<file path="config.mk">
export PLATFORM = sky130hd
export DESIGN_NAME = store_merge_unit
export DESIGN_NICKNAME = d
export VERILOG_FILES = /design/src/rtl/store_merge_unit.sv
export SDC_FILE = /design/constraint.sdc
export NUM_CORES = 1
export LEC_CHECK = 0
export CAP_MARGIN = 20
export CORE_ASPECT_RATIO = 2
export CORE_MARGIN = 2
export CORE_UTILIZATION = 45
export CTS_CLUSTER_SIZE = 24
export DETAILED_ROUTE_END_ITERATION = 6
export PLACE_DENSITY_LB_ADDON = 0.3
export RECOVER_POWER = 100
export SLEW_MARGIN = 0
export SYNTH_ARGS = -nofsm -noshare
export SYNTH_HDL_FRONTEND = slang
export SYNTH_SLANG_ARGS = --single-unit
</file>
<file path="constraint.sdc">
create_clock -name clock -period 4.71 [get_ports clock]
set_input_delay 0.942 -clock clock [delete_from_list [all_inputs] [get_ports clock]]
set_output_delay 0.942 -clock clock [all_outputs]
set_load 0.005 [all_outputs]
</file>
<file path="src/rtl/store_merge_unit.sv">
// store_merge_unit: writes a word, halfword or byte into a 32-bit word-addressed data memory.
// Sub-word stores read the word, replace the addressed lane(s) and write it back.
// Ports:
//   clock, reset              rising-edge clock, synchronous active-high reset
//   req_valid/req_ready       store request handshake (ready only while idle)
//   req_addr/req_data/req_size byte address, right-justified data, size (0 W, 1 H, 2 B, 3 = W)
//   busy, done, misaligned    request in flight, one-cycle completion, halfword at odd address
//   mem_addr                  word address of the request in flight
//   mem_rd_en/mem_rdata       read strobe and read data (READ_LATENCY cycles later)
//   mem_wr_en/mem_wdata       full-word write strobe and data
module store_merge_unit #(
    parameter int unsigned ADDR_W       = 32,
    parameter int unsigned READ_LATENCY = 1
) (
    input  logic              clock,
    input  logic              reset,
    input  logic              req_valid,
    output logic              req_ready,
    input  logic [ADDR_W-1:0] req_addr,
    input  logic [31:0]       req_data,
    input  logic [1:0]        req_size,
    output logic              busy,
    output logic              done,
    output logic              misaligned,
    output logic [ADDR_W-3:0] mem_addr,
    output logic              mem_rd_en,
    input  logic [31:0]       mem_rdata,
    output logic              mem_wr_en,
    output logic [31:0]       mem_wdata
);

    localparam int unsigned CNT_W = (READ_LATENCY > 1) ? $clog2(READ_LATENCY) : 1;

    localparam logic [1:0] SZ_HALF = 2'd1;
    localparam logic [1:0] SZ_BYTE = 2'd2;

    typedef enum logic [2:0] {
        S_IDLE  = 3'd0,
        S_READ  = 3'd1,
        S_WAIT  = 3'd2,
        S_WRITE = 3'd3,
        S_RESP  = 3'd4
    } state_t;

    state_t            state_q, state_d;
    logic [CNT_W-1:0]  cnt_q, cnt_d;
    logic              accept;
    logic              merge_en;
    logic              misalign_d;
    logic [1:0]        lane_q;
    logic              is_byte_q;
    logic [15:0]       data_q;
    logic [31:0]       merged;

    // Next-state and control decode
    always_comb begin
        state_d    = state_q;
        cnt_d      = cnt_q;
        accept     = 1'b0;
        merge_en   = 1'b0;
        misalign_d = 1'b0;
        case (state_q)
            S_IDLE: begin
                if (req_valid && req_ready) begin
                    accept = 1'b1;
                    case (req_size)
                        SZ_HALF: begin
                            if (req_addr[0]) begin
                                state_d    = S_RESP;
                                misalign_d = 1'b1;
                            end else begin
                                state_d = S_READ;
                            end
                        end
                        SZ_BYTE: state_d = S_READ;
                        default: state_d = S_WRITE;
                    endcase
                end
            end
            S_READ: begin
                state_d = S_WAIT;
                cnt_d   = '0;
            end
            S_WAIT: begin
                // Read data is valid in the last wait cycle; merge it on leaving
                if (cnt_q == CNT_W'(READ_LATENCY - 1)) begin
                    merge_en = 1'b1;
                    state_d  = S_WRITE;
                    cnt_d    = '0;
                end else begin
                    cnt_d = cnt_q + CNT_W'(1);
                end
            end
            S_WRITE: state_d = S_RESP;
            S_RESP:  state_d = S_IDLE;
            default: state_d = S_IDLE;
        endcase
    end

    // Little-endian lane replacement over the word just read
    always_comb begin
        merged = mem_rdata;
        if (is_byte_q) begin
            merged[{lane_q, 3'b000} +: 8] = data_q[7:0];
        end else if (lane_q[1]) begin
            merged[31:16] = data_q;
        end else begin
            merged[15:0] = data_q;
        end
    end

    // State, request latches and registered outputs
    always_ff @(posedge clock) begin
        if (reset) begin
            state_q    <= S_IDLE;
            cnt_q      <= '0;
            lane_q     <= '0;
            is_byte_q  <= 1'b0;
            data_q     <= '0;
            req_ready  <= 1'b1;
            busy       <= 1'b0;
            done       <= 1'b0;
            misaligned <= 1'b0;
            mem_addr   <= '0;
            mem_rd_en  <= 1'b0;
            mem_wr_en  <= 1'b0;
            mem_wdata  <= '0;
        end else begin
            state_q <= state_d;
            cnt_q   <= cnt_d;
            if (accept) begin
                lane_q    <= req_addr[1:0];
                is_byte_q <= (req_size == SZ_BYTE);
                data_q    <= req_data[15:0];
            end
            if (accept && (state_d == S_WRITE)) begin
                mem_wdata <= req_data;
            end else if (merge_en) begin
                mem_wdata <= merged;
            end
            if (state_d == S_IDLE) begin
                mem_addr <= '0;
            end else if (accept) begin
                mem_addr <= req_addr[ADDR_W-1:2];
            end
            req_ready  <= (state_d == S_IDLE);
            busy       <= (state_d != S_IDLE);
            done       <= (state_d == S_RESP);
            misaligned <= misalign_d;
            mem_rd_en  <= (state_d == S_READ);
            mem_wr_en  <= (state_d == S_WRITE);
        end
    end

endmodule

</file>
==> impl_metrics.csv, run 1 <==
group,metric,value,unit
layout,syn2layout_area_growth,45.6,%
cts,htreeDepth,3,
logic_synthesis,synth-edff-count,0,
power,powerDensity,369,nW/um2
routing,drt_iter0_drc,367,
outcome,status,"finished with violations",
logic_synthesis,synthTopCellsByArea,"dfxtp_1 (42%), nand2_1 (9.5%), mux2i_1 (6.3%), a21oi_1 (6.0%), a221oi_1 (5.9%)",
routing,topRoutingLayerUsed,"met4",
cts,cts_resized,0,
routing,num_vias,4279,
global_route,first_global_vias,4295,
floorplan,ios,169,
timing,post-route-min-period,3.71,ns
placement,place.gp.congestion,0.876,
min_path,hold_path.class,"reg2reg",
logic_synthesis,synth.most_common_cell,"nand2_1",
cts,cts-root-buf,"clkbuf_16",
timing,final_max_slew_viol_count,37,
worst_setup_path,crit_slowest_cell,"dfxtp_1",
logic_synthesis,ys_ff_latch,90,
floorplan,chipWidth,73.0,um
power,ir_drop,0.267,mV
global_route,grt_usage,0.256,
layout,layout-drive-gt1-share,0.0510,
floorplan,dieArea,10400,um2
timing,hold_viol_final,0,
routing,wl,13300,um
worst_setup_path,cp_top_family,"flip-flops",
layout,insertedDiodeCount,0,
global_route,overflow,0,
placement,dpl.hpwl,9630,um
floorplan,coreArea,9320,um2
routing,wl_met1,4740,um
cts,clkTransAtPathRegs,0.06,ns
cts,clockBufferDepth,2,
timing,rsz0062_at_grt,"no",
global_route,grt_start_max_net_pins,56,
logic_synthesis,ys_async_sr_fraction,0,
worst_setup_path,path_buf_inv,1,
worst_setup_path,crit_fanout,36,
floorplan,start_util,0.459,
power,leakage,2.38,nW
job,cap_violations,1,
layout,final_util,0.669,
logic_synthesis,synth_cells,480,
logic_synthesis,synth_top_cell_by_area,"dfxtp_1",
worst_setup_path,cp-start-kind,"register",
worst_setup_path,crit_required,4.97,ns
timing,finalClockSkew,0.00648,ns
cts,hold_buffers,0,
timing,relSlewSlack,-0.345,
routing,dr.pass1.iters,6,
worst_setup_path,cp_cell_sequence,"inv_1, ha_1, and4bb_1, a221oi_1, a211o_1, a311oi_2",
timing,fin_crit_sh,0.787,
routing,drcViolationCount,0,
logic_synthesis,synthesis.nets,588,
floorplan,die_h,142,um
routing,met2_length,7110,um
routing,wl_met3,923,um
cts,numCtsBuffers,9,
cts,cts_sinks,90,
logic_synthesis,syn_area,4280,um2
logic_synthesis,syn_avg_cell_area,8.92,um2
logic_synthesis,synth_top_area_share,0.421,
timing,setup_violations,0,
timing,tightest_slew,2.02,ns
logic_synthesis,synth_seq_area_share,0.421,
placement,port-buffer-count,168,
layout,register_area,1800,um2
worst_setup_path,crit_type,"reg2reg",
worst_setup_path,max_stage_delay,1.68,ns
logic_synthesis,synth_ff_type,"dfxtp_1",
layout,layout.nets,731,
logic_synthesis,synth_cell_type_count,45,
worst_setup_path,cp-end-kind,"register",
outcome,violations,"capacitance limit, slew limit",
layout,multi_input_area,2210,um2
timing,finalSetupTns,0,ns
worst_setup_path,arrival,3.96,ns
layout,fill_cells,809,
cts,post_cts_buffers,0,
timing,clock.fmax,270,MHz
cts,insertion_delay,0.34,ns
routing,wl_per_cell,18.1,um
global_route,grt_pass1_wl,20900,um
logic_synthesis,synth_commonest_cells,"nand2_1 (108), dfxtp_1 (90), a21oi_1 (51), a221oi_1 (29), mux2i_1 (27)",
floorplan,rows,50,
cts,cts_tree,"yes",
routing,postRouteAntennaNets,0,
global_route,antenna_found_initial,0,
routing,via_per_inst,5.85,
logic_synthesis,ys_warn_count,0,
routing by layer:
metal	global-route usage	vias to the layer above
met5	0	-
met4	0.130	0
met3	0.0581	33
met2	0.456	206
met1	0.274	1973
li1	-	2067
layout make-up:
class | count | area share
inverters | 11 | 0.00662
multi-input cells | 339 | 0.355
well taps | 104 | 0.0209
repair buffers | 172 | 0.273
clock buffers | 12 | 0.0395
flip-flops and latches | 90 | 0.289
clock inverters | 4 | 0.0159
layout by cell type, fill, tap and decap left out, types with 3 or more instances in the layout:
cell,synthesis,final
a311oi_2,5,5
a22o_1,3,3
bufinv_16,0,3
nor3_1,8,8
a221oi_1,29,29
nand2_1,108,108
a21oi_1,51,51
a211o_1,5,5
o22ai_1,6,6
ha_1,7,7
a221o_1,22,22
mux2_2,5,5
dfxtp_1,90,90
mux2i_1,27,27
a211oi_1,22,22
clkbuf_1,10,4
clkdlybuf4s50_1,0,98
clkbuf_16,0,9
inv_1,10,10
nand3_1,4,4
nor2_1,11,11
dlygate4sd3_1,0,70
final timing paths:
| check | startpoint | to | slack (ns) | cells past startpoint |
|---|---|---|---|---|
| setup / recovery | lane_q[1]$_SDFFE_PP0P_ | mem_wdata[1]$_SDFFE_PP0P_ | 1.00 | 6 |
| hold reg to reg | mem_addr[9]$_SDFFE_PP0P_ | mem_addr[9]$_SDFFE_PP0P_ | 0.45 | 2 |
| setup reg to reg | lane_q[1]$_SDFFE_PP0P_ | mem_wdata[1]$_SDFFE_PP0P_ | 1.00 | 6 |
| hold / removal | mem_addr[9]$_SDFFE_PP0P_ | mem_addr[9]$_SDFFE_PP0P_ | 0.45 | 2 |
per-stage QoR:
step | instance area (um2) | setup slack [ns] | hold WS (ns) | std cells | power (mW)
after floorplan | 4280 | 2.37 | 0.448 | 480 | 1.23
after global placement | 5900 | 1.30 | 0.442 | 715 | 1.50
after detailed placement | 5900 | 1.23 | 0.446 | 715 | 1.51
after CTS | 6250 | 1.58 | 0.455 | 731 | 2.34
after global routing | 6230 | 0.879 | 0.469 | 732 | 2.41
final | 6230 | 1.00 | 0.449 | 732 | 2.30
worst reg2reg max path, delay by kind of cell (launching register included):
family / cells / cell delay (ns)
DFF: 1 / 1.68
AOI/OAI and AO/OA: 3 / 0.68
and+or+nand+nor: 1 / 0.54
buffers and inverters: 1 / 0.29
adders and majority gates: 1 / 0.43
power breakdown:
part           internal, mW  switching, mW
Combinational         0.280          0.270
Sequential            0.844         0.0787
Clock                 0.534          0.293
registers in the layout, summed over array words and instances (netlist names):
name / flops
busy: 1
data_q: 16
done: 1
is_byte_q: 1
lane_q: 2
mem_addr: 30
mem_rd_en: 1
mem_wdata: 32
mem_wr_en: 1
misaligned: 1
req_ready: 1
state_q: 3
logic make-up (layout without fill, tap and decap cells):
| kind of cell | after synthesis | count (layout) | synth area share |
|---|---|---|---|
| compound gates | 151 | 151 | 0.267 |
| fa+ha+maj | 7 | 7 | 0.0205 |
| flops | 90 | 90 | 0.421 |
| simple gates | 149 | 149 | 0.154 |
| mux | 32 | 32 | 0.0763 |
| buf+inv | 51 | 199 | 0.0617 |
(Power assumes the default switching activity.)
==> run 2, diff against run 1 <==
--- a/config.mk
+++ b/config.mk
@@ -8,7 +8,7 @@
 export CAP_MARGIN = 20
 export CORE_ASPECT_RATIO = 2
 export CORE_MARGIN = 2
-export CORE_UTILIZATION = 45
+export CORE_UTILIZATION = 44
 export CTS_CLUSTER_SIZE = 24
 export DETAILED_ROUTE_END_ITERATION = 6
 export PLACE_DENSITY_LB_ADDON = 0.3
==> constraint.sdc (replaced) <==
create_clock -name clock -period 3.6 [get_ports clock]
set_input_delay 0.72 -clock clock [delete_from_list [all_inputs] [get_ports clock]]
set_output_delay 0.72 -clock clock [all_outputs]
set_load 0.005 [all_outputs]
==> run 2 against run 1 <==
  * The run now ends clean
  * Via count fell by 1.1%
  * Final cell count rose by 0.82%
  * Clock power rose by 22%
  * Register-to-register slack improved by 0.20 ns
  * Clock skew rose by 0.0015 ns
  * Die area rose by 2.2%
  * Wire length fell by 3.9%
  * Utilization fell by 1.7 points
  * Sequential power rose by 29%
  * Critical path depth rose by 2
  * Largest cell class unchanged
==> impl_metrics.csv, run 2 (synthesized netlist as in run 1, its figures left out) <==
group,metric,value,unit
layout,syn2layout_area_growth,45.7,%
cts,htreeDepth,3,
timing,relSlewSlack,0.0364,
timing,post-route-min-period,3.02,ns
timing,hold_viol_final,0,
layout,layout.nets,735,
placement,placed_area,5940,um2
layout,layout_commonest_cell,"nand2_1",
layout,reg_top3,"mem_wdata x32, mem_addr x30, data_q x16",
worst_setup_path,cp-end-kind,"register",
worst_setup_path,reg2reg_from,"lane_q[1]$_SDFFE_PP0P_",
layout,layout-drive-gt1-share,0.0570,
worst_setup_path,r2r_slack,1.20,ns
min_path,holdPathEnd,"mem_addr[25]$_SDFFE_PP0P_",
layout,final_cell_mix,"nand2_1 (108), clkdlybuf4s50_1 (98), dfxtp_1 (89)",
cts,post_cts_buffers,0,
timing,layout_setup_ws,0.580,ns
cts,clkTransAtPathRegs,0.06,ns
placement,place.gp.congestion,0.868,
outcome,status,"completed",
routing,drt_iter0_drc,359,
layout,insertedDiodeCount,0,
worst_setup_path,cp_cell_sequence,"dlygate4sd3_1, inv_1, ha_1, nor3_1, o21ai_0, nand2_1, clkbuf_1, a21oi_1",
min_path,min_from,"mem_addr[25]$_SDFFE_PP0P_",
worst_setup_path,arrival,3.17,ns
layout,largest_register_ffs,32,
floorplan,dieArea,10600,um2
min_path,hold_path.class,"reg2reg",
worst_setup_path,crit_required,3.75,ns
floorplan,ios,169,
cts,cts-root-buf,"clkbuf_16",
routing,wl,12700,um
worst_setup_path,crit_type,"in2reg",
timing,holdWs,0.449,ns
routing,postRouteAntennaNets,0,
placement,place_ws,0.448,ns
routing,dr.pass1.iters,4,
timing,fin_crit_sh,0.839,
placement,dp.cells,722,
global_route,grt_pass1_wl,20100,um
layout,finalInstanceArea,6240,um2
cts,numCtsBuffers,9,
cts,clockBufferDepth,2,
routing,num_vias,4234,
timing,finalClockSkew,0.00798,ns
global_route,first_global_vias,4090,
worst_setup_path,r2r_end,"mem_wdata[1]$_SDFFE_PP0P_",
cts,cts_sinks,90,
worst_setup_path,reg2regPathDepth,6,
floorplan,chipWidth,73.8,um
power,leakage,2.39,nW
floorplan,start_util,0.447,
floorplan,rows,51,
layout,final_cells,738,
timing,final_max_slew_viol_count,0,
floorplan,coreArea,9570,um2
worst_setup_path,crit_slowest_cell,"clkbuf_1",
power,powerDensity,469,nW/um2
global_route,antenna_found_initial,0,
layout,regMostFlops,"mem_wdata",
job,cap_violations,0,
worst_setup_path,crit_fanout,32,
worst_setup_path,cp_top_family,"buffers and inverters",
power,ir_drop,0.379,mV
placement,dpl.hpwl,9050,um
timing,rsz0062_at_grt,"no",
global_route,overflow,0,
layout,final_util,0.652,
routing,drcViolationCount,0,
worst_setup_path,max_stage_delay,1.04,ns
timing,setup_violations,0,
cts,hold_buffers,0,
cts,cts_resized,0,
timing,tightest_slew,1.45,ns
global_route,grt_usage,0.242,
cts,insertion_delay,0.34,ns
placement,port-buffer-count,168,
power,design_power_total,2.92,mW
global_route,grt_start_max_net_pins,56,
timing,clock.fmax,331,MHz
worst_setup_path,path_buf_inv,3,
worst_setup_path,cp-start-kind,"input pin",
routing,via_per_inst,5.74,
cts,cts_tree,"yes",
min_path,hold_depth,2,
routing,wl_per_cell,17.3,um
timing,finalSetupTns,0,ns
floorplan,die_h,144,um
run 2: area by class of cell:
class / count / area (um2)
fill: 831 / 3330
multi-input combinational: 339 / 2210
sequential: 90 / 1800
timing repair buffer: 176 / 1730
clock buffer: 10 / 229
tap: 106 / 133
clock inverter: 6 / 91.3
inverter: 11 / 41.3
run 2: report_power, final:
group	total, mW	internal [mW]	switching [mW]
Combinational	0.729	0.369	0.361
Sequential	1.19	1.10	0.0861
Clock	1.01	0.611	0.395
Total	2.92	2.08	0.842
run 2: tightest hold or removal path, cell delays in order, from the launching register on:
cell and delay (ns):
dfxtp_1 0.30, nand2_1 0.05, a21oi_1 0.05
run 2: metal layers:
metal / global-route usage / up-vias / share of wire
li1: - / 2083 / -
met1: 0.298 / 1984 / 0.41
met2: 0.398 / 146 / 0.50
met3: 0.0568 / 21 / 0.064
met4: 0.0976 / 0 / 0.022
met5: 0 / - / 0
run 2: worst max path at each step:
stage	startpoint	slack (ns)	to	cells after the start
2_1_floorplan	lane_q[1]$_SDFFE_PP0P_	1.43	mem_wdata[1]$_SDFFE_PP0P_	9
3_3_place_gp	req_size[0]	0.55	mem_wdata[13]$_SDFFE_PP0P_	7
3_5_place_dp	req_size[0]	0.45	mem_wdata[10]$_SDFFE_PP0P_	7
4_1_cts	req_size[0]	0.83	mem_wdata[10]$_SDFFE_PP0P_	7
5_1_grt	req_size[0]	0.40	mem_addr[15]$_SDFFE_PP0P_	8
6_report	req_size[0]	0.58	mem_addr[18]$_SDFFE_PP0P_	8
==> run 3, diff against run 2 <==
==> constraint.sdc (replaced) <==
create_clock -name clock -period 2.79 [get_ports clock]
set_input_delay 0.558 -clock clock [delete_from_list [all_inputs] [get_ports clock]]
set_output_delay 0.558 -clock clock [all_outputs]
set_load 0.005 [all_outputs]
==> run 3 against run 2 <==
  * Design area rose by 1.3%
  * Sequential cell count did not move
  * Utilization rose by 0.86 points
  * Clock power rose by 35%
  * Wire length rose by 2.4%
  * Sequential power rose by 29%
  * Worst hold slack barely moved
  * Via count rose by 2.5%
  * Sequential share of layout area fell by 0.38 points
  * Final cell count rose by 0.68%
  * Non-clock buffer count rose by 5
  * Critical path type unchanged
  * Highest routed layer unchanged
==> impl_metrics.csv, run 3 (synthesized netlist as in run 1, its figures left out) <==
group,metric,value,unit
outcome,status,"completed",
placement,port-buffer-count,168,
timing,tightest_slew,1.41,ns
global_route,grt_pass1_wl,20800,um
cts,cts_sinks,90,
global_route,grt_usage,0.250,
timing,finalClockSkew,0.00548,ns
floorplan,chipWidth,73.8,um
min_path,min_from,"mem_addr[25]$_SDFFE_PP0P_",
layout,reg_top3,"mem_wdata x32, mem_addr x30, data_q x16",
cts,post_cts_buffers,0,
routing,dr.pass1.iters,5,
timing,relSlewSlack,0.0630,
global_route,grt-busiest-layer,"met2",
global_route,met3_usage,0.0666,
floorplan,coreArea,9570,um2
power,seqPwrFrac,0.396,
power,p_comb_frac,0.252,
power,design_power_total,3.87,mW
timing,setup_violations,0,
routing,drt_iter0_drc,441,
cts,insertion_delay,0.34,ns
min_path,hold_path.class,"reg2reg",
worst_setup_path,crit_type,"in2reg",
cts,numCtsBuffers,9,
global_route,antenna_found_initial,0,
global_route,grt_start_max_net_pins,56,
global_route,globalRouteMet2Util,0.414,
placement,place.gp.congestion,0.860,
global_route,met1_usage,0.299,
power,switching_power,1.09,mW
floorplan,start_util,0.447,
timing,holdWs,0.448,ns
floorplan,dieArea,10600,um2
cts,clockBufferDepth,2,
layout,fill_cells,792,
cts,cts_tree,"yes",
worst_setup_path,cp-end-kind,"register",
floorplan,die_h,144,um
global_route,first_global_vias,4166,
layout,final_util,0.660,
worst_setup_path,reg2reg_from,"lane_q[0]$_SDFFE_PP0P_",
job,cap_violations,0,
timing,layout_setup_ws,0.360,ns
timing,rsz0062_at_grt,"no",
layout,largest_register_ffs,32,
layout,layout_commonest_cell,"nand2_1",
layout,final_cells,743,
layout,regMostFlops,"mem_wdata",
cts,cts-root-buf,"clkbuf_16",
routing,drcViolationCount,0,
timing,final_max_slew_viol_count,0,
layout,insertedDiodeCount,0,
cts,cts_resized,0,
routing,wl_per_cell,17.6,um
placement,placed_area,6000,um2
placement,dp.cells,727,
floorplan,ios,169,
routing,num_vias,4340,
timing,post-route-min-period,2.43,ns
timing,finalSetupTns,0,ns
power,powerDensity,612,nW/um2
power,intPower,2.78,mW
power,p_sw_frac,0.282,
layout,layout.nets,740,
power,ir_drop,0.402,mV
worst_setup_path,crit_fanout,22,
cts,hold_buffers,0,
power,clockPowerShare,0.352,
worst_setup_path,cp_cell_sequence,"dlygate4sd3_1, inv_1, ha_1, and3_1, nand2_1, nor2_2, a221o_1",
global_route,overflow,0,
worst_setup_path,cp_top_family,"simple AND/OR/NAND/NOR gates",
routing,via_per_inst,5.84,
worst_setup_path,cp-start-kind,"input pin",
worst_setup_path,crit_required,3.08,ns
layout,layout-drive-gt1-share,0.0675,
layout,finalInstanceArea,6320,um2
worst_setup_path,path_buf_inv,2,
layout,register_area,1800,um2
placement,dpl.hpwl,9090,um
cts,clkTransAtPathRegs,0.06,ns
worst_setup_path,startpoint,"req_size[0]",
layout,syn2layout_area_growth,47.6,%
worst_setup_path,max_stage_delay,0.70,ns
placement,place_ws,0.0519,ns
cts,htreeDepth,3,
timing,fin_crit_sh,0.871,
routing,postRouteAntennaNets,0,
timing,clock.fmax,412,MHz
floorplan,rows,51,
timing,hold_viol_final,0,
layout,multi_input_area,2210,um2
routing,wl,13100,um
worst_setup_path,arrival,2.71,ns
power,leakage,2.43,nW
layout,final_cell_mix,"nand2_1 (108), clkdlybuf4s50_1 (98), dfxtp_1 (89)",
worst_setup_path,crit_slowest_cell,"nor2_2",
## run 3: cell count changes in the layout (fill, tap and decap cells not counted)
cell / delta
clkbuf_8: +3
buf_12: +2
buf_4: +3
clkbuf_2: +1
and2_1: -1
clkinvlp_4: +1
clkinv_4: -3
clkbuf_1: -2
and2_0: +1
## run 3: cell type report
| class | count | share of cell area |
|---|---|---|
| Sequential cell | 90 | 0.285 |
| Clock inverter | 4 | 0.0115 |
| Tap cell | 106 | 0.0210 |
| Clock buffer | 12 | 0.0422 |
| Inverter | 11 | 0.00653 |
| Multi-Input combinational cell | 339 | 0.350 |
| Timing Repair Buffer | 181 | 0.284 |
## run 3: routing by layer
layer  share of wire  wire length (um)  vias up
met1            0.40              5290     2048
met4           0.032               418        0
met3           0.068               884       29
met2            0.50              6460      177
li1                -                 -     2086
met5               0                 0        -
## run 3: worst paths after layout
kind,endpoint,slack (ns),cells past startpoint
worst max register to register,mem_wdata[1]$_SDFFE_PP0P_,0.56,6
worst min register to register,mem_addr[25]$_SDFFE_PP0P_,0.45,2
worst max-delay path,mem_wdata[9]$_SDFFE_PP0P_,0.36,7
worst min-delay path,mem_addr[25]$_SDFFE_PP0P_,0.45,2
## run 3: power by group through the flow
stage,Combinational (mW),Sequential (mW),Clock (mW)
floorplan,0.543,1.54,0
global placement,1.00,1.56,0
detailed placement,1.02,1.56,0
CTS,1.02,1.54,1.38
global route,1.07,1.55,1.42
finish,0.975,1.53,1.36
## run 3: tightest hold or removal path: cells and delay by family, from the launching register on
kind	cells	cell delay [ns]
flops	1	0.30
simple gates	1	0.05
compound gates	1	0.05
==> patch 1 (settings of run 1) <==
Make the reset (`reset`) asynchronous in one clocked block. Comments in the files are not updated.
--- a/src/rtl/store_merge_unit.sv
+++ b/src/rtl/store_merge_unit.sv
@@ -110,7 +110,7 @@
     end
 
     // State, request latches and registered outputs
-    always_ff @(posedge clock) begin
+    always_ff @(posedge clock or posedge reset) begin
         if (reset) begin
             state_q    <= S_IDLE;
             cnt_q      <= '0;
Formal check against the unedited RTL: differs if reset is asserted again (counterexample within 4 cycles, from zero or initial values and one cycle with reset high); with reset held inactive, the same outputs for 10 cycles.
==> patch 1 against run 1 <==
The run still ends with capacitance limit, slew limit left; area after synthesis grew 0.88%; setup slack got worse by 0.091 ns; fmax down 2.4%; global-route usage down 0.61 points; design area increased by 0.88%; sequential cell count is the same; utilization rose by 0.59 points; wire length is 3.0% lower; critical path type is now input port to flip-flop.
Power is not compared: it rests on default switching activity, and its combinational part moved more than twofold at a synthesized area within 25%.
==> patch 1: results <==
[grt]
grt_max_degree = 54
grt_util_all_layers = 0.2503
grtUsageMet1 = 0.2805
use_met2 = 0.4448
grt_pass1_wl_um = 20280
use_met3 = 0.06091
grt_pass1_vias = 4101

[setup_path]
r2r_setup_slack_ns = 1.43
slowest_stage = and2_0
worstPathArrival_ns = 4.04
r2r-start = state_q[1]$_DFF_PP0_
r2r_cells = 5
r2r_end = mem_addr[3]$_DFFE_PP0P_
cp-startpoint = req_size[0]
crit_family = simple AND/OR/NAND/NOR gates
endpoint = mem_wdata[22]$_DFFE_PP0P_
worst-path-max-fanout = 22
crit_path_max_incr_delay_ns = 0.99

[place]
gp_congestion = 0.9141
portBuffers = 168
postPlaceCellArea_mm2 = 0.006018
dp_hpwl_um = 9416
dpl.cell_count = 696
dp_slack_ns = 1.132

[route]
firstDrtPassIters = 5
drt_iter0_drc = 288
routed_via_density = 5.769
drt-total-wl_um = 12860

[sta]
max_slew_margin = -0.5619
drv_slew = 147
clock_skew_ns = 0.006997
fin_crit_sh = 0.8062

[cts]
cts_setup_buffers = 0
clockBufferDepth = 2
numCtsBuffers = 9
clk_pin_slew_worst_paths_ns = 0.07
insertion_delay_ns = 0.34

[hold_path]
hold_class = flip-flop to flip-flop
hp-start = mem_wdata[19]$_DFFE_PP0P_

[outcome]
status = finished with violations
violations = capacitance limit, slew limit

[job]
cap_violations = 3

[yosys]
async_reset_ff_frac = 1.000
yosys-top-cells-count = 129 x nand2_1, 89 x dfrtp_1, 53 x a21oi_1
synth_area_leaders = dfrtp_1 52%, nand2_1 11%, a21oi_1 6.1%, a221oi_1 4.9%, mux2i_1 3.9%
synth-xor-area-share = 0
muxShareOfSynthArea = 0.03940
synthAdderAreaFrac = 0.02028
synth_compound_area_frac = 0.2213
synth_enable_flop_cells = 0
syn-num-nets = 559
yosys.cell_types.count = 40
syn_inst = 451
ys_seq_area_frac = 0.5217

[layout]
stdcell_count = 713
post_route_cells_drive_above_1_share = 0.04926
reg_top3 = mem_wdata (32), mem_addr (30), data_q (16)
diodes = 0

[power]
power_leakage_nw = 2.810
peakVddDrop_v = 0.0003521
## patch 1: per-layer routing
layer	wire, um	vias to the layer above
met5	0	-
met4	399	0
met3	844	34
met2	6938	186
met1	4678	1976
li1	-	1917
## patch 1: worst reg2reg max path: stages, from the launching register on
cell and delay [ns]:
dfrtp_1 0.47, or3_1 0.41, nor2_1 0.51, clkbuf_1 1.44, nand2_1 0.16, a21oi_1 0.20
## patch 1: cells by family (layout without fill, tap and decap cells)
group                    Yosys count  count (layout)
adder cells (fa/ha/maj)            7               7
AO/OA/AOI/OAI                    135             135
buffers and inverters             43             201
multiplexers                      17              17
AND/OR/NAND/NOR                  159             159
flip-flops                        90              90
## patch 1: worst min path at each step
stage                                     end  slack [ns]  cells after the start
floorplan              data_q[10]$_DFFE_PP0P_        0.47                      2
global placement    mem_wdata[23]$_DFFE_PP0P_        0.46                      2
detailed placement  mem_wdata[20]$_DFFE_PP0P_        0.47                      2
CTS                 mem_wdata[20]$_DFFE_PP0P_        0.48                      2
global route        mem_wdata[20]$_DFFE_PP0P_        0.50                      2
finish              mem_wdata[19]$_DFFE_PP0P_        0.47                      2
## patch 1: area by class of cell
cell class	count	area (um^2)
multi-input cells	318	1861
fillers	751	3032
inverters	11	42.54
flip-flops and latches	90	2253
repair buffers	174	1717
clock buffers	10	239.0
well taps	104	130.1
clock inverters	6	47.55
## patch 1: power groups by stage
| stage | sequential, mW | combinational [mW] | clock (mW) |
|---|---|---|---|
| final | 1.37 | 1.64 | 0.690 |
| after global routing | 1.40 | 1.81 | 0.730 |
| after CTS | 1.37 | 1.73 | 0.698 |
| after detailed placement | 1.38 | 1.72 | 0 |
| after global placement | 1.37 | 1.66 | 0 |
| after floorplan | 1.29 | 1.03 | 0 |
==> patch 2 (flow settings as in run 1) <==
Without the edit above. Set the parameter `READ_LATENCY` to 2 (it was 1).
--- a/src/rtl/store_merge_unit.sv
+++ b/src/rtl/store_merge_unit.sv
@@ -10,7 +10,7 @@
 //   mem_wr_en/mem_wdata       full-word write strobe and data
 module store_merge_unit #(
     parameter int unsigned ADDR_W       = 32,
-    parameter int unsigned READ_LATENCY = 1
+    parameter int unsigned READ_LATENCY = 2
 ) (
     input  logic              clock,
     input  logic              reset,
Check against the original RTL: not equivalent (Yosys sat finds a counterexample within 4 cycles, from zero or initial values and one cycle with reset high).
==> patch 2 against run 1 <==
The run still ends with capacitance limit, slew limit left; design area is 6.7% higher; worst hold slack better by 0.0055 ns; wire length increased by 15%; total power down 3.3%; sequential share of layout area down 1.5 points; utilization decreased by 0.93 points; sequential cell count grew 1; combinational power is 8.9% higher; setup slack better by 0.055 ns; clock skew about the same; area after synthesis rose by 8.9%.
==> patch 2: results <==
[outcome]
status = finished with violations
violations = capacitance limit, slew limit

[job]
cap_violations = 1

[route]
wl_met2_um = 8224
firstDrtPassIters = 5
wl_met3_um = 1047
wl_per_cell_um = 17.36
vias = 5029
wl_met1_um = 5259
drt_iter0_drc = 478

[power]
pwr-share-seq = 0.409
total_power_mw = 2.224
peakVddDrop_v = 0.0002271
p_int_mw = 1.540
power_leakage_nw = 2.523
clkPwrFrac = 0.321

[setup_path]
crit_family = buffers and inverters
worst-path-max-fanout = 18
worstPathArrival_ns = 3.90
cp-startpoint = req_size[0]
r2r_end = mem_rd_en$_SDFF_PP0_
crit_path_max_incr_delay_ns = 0.84
r2r_cells = 4

[sta]
max_slew_margin = -0.2615
drv_slew = 52
clock_skew_ns = 0.006613

[place]
dp_hpwl_um = 10790
gp_congestion = 0.9029

[yosys]
yosys-top-cells-count = 124 x nand2_1, 91 x dfxtp_1, 89 x a21oi_1
syn-num-nets = 712
synth_flop_cell = dfxtp_1
ys_seq_area_frac = 0.3908
yosys.cell_types.count = 43
synth_area_leaders = dfxtp_1 39%, nand2_1 10%, a21oi_1 9.6%, a211o_1 3.9%, a211oi_1 3.7%

[layout]
final_nets = 849
post_route_cells_drive_above_1_share = 0.04832

[grt]
grtUsageMet1 = 0.2616
use_met3 = 0.07326
grt_util_all_layers = 0.2702
grt_pass1_wl_um = 24500
grt_pass1_vias = 5169
use_met2 = 0.5138

[hold_path]
hp-start = mem_addr[11]$_SDFFE_PP0P_
hold_class = flip-flop to flip-flop
patch 2: cell count changes in the layout (fill, tap and decap cells not counted), sizes merged, moves of 20 or more:
cell / before / now
a221oi: 29 / 0
nand3: 4 / 24
a31oi: 0 / 23
nor2b: 1 / 23
a221o: 22 / 0
mux2i: 27 / 3
a21oi: 51 / 89
patch 2: worst reg2reg max path, stage by stage, from the launching register on:
cell and delay (ns):
dfxtp_1 0.48, and4bb_2 0.30, nand2b_1 1.30, o32ai_1 0.34, nor4_1 0.35
patch 2: final cells by class:
cell class / count / share of cell area
timing repair buffer: 178 / 0.2652
tap: 135 / 0.02540
inverter: 23 / 0.01298
clock inverter: 4 / 0.007901
multi-input combinational: 438 / 0.3794
sequential: 91 / 0.2741
clock buffer: 11 / 0.03499
patch 2: cell families after synthesis:
group                      after synthesis  share of synthesized area
AOI/OAI and AO/OA                      186                     0.2611
adders and majority gates                7                    0.01879
buffers and inverters                   75                    0.06897
DFF                                     91                     0.3908
muxes                                    7                    0.01610
and+or+nand+nor                        238                     0.2442
patch 2: worst max-delay path by stage:
| stage | endpoint |
|---|---|
| CTS | mem_wdata[6]$_SDFFE_PP0P_ |
| global placement | mem_wdata[4]$_SDFFE_PP0P_ |
| floorplan | mem_wdata[4]$_SDFFE_PP0P_ |
| global route | mem_addr[14]$_SDFFE_PP0P_ |
| finish | mem_wdata[16]$_SDFFE_PP0P_ |
| detailed placement | mem_wdata[6]$_SDFFE_PP0P_ |
patch 2: per-stage QoR:
step                setup slack, ns  instances  area (um^2)  hold slack [ns]    util
floorplan                     2.223        604         4662           0.4447       -
global placement              1.420        863         6352           0.4421  0.6299
detailed placement            1.262        863         6352           0.4494  0.6299
CTS                           1.624        878         6638           0.4595  0.6582
global route                 0.8344        880         6651           0.4768  0.6596
finish                        1.059        880         6651           0.4545  0.6596
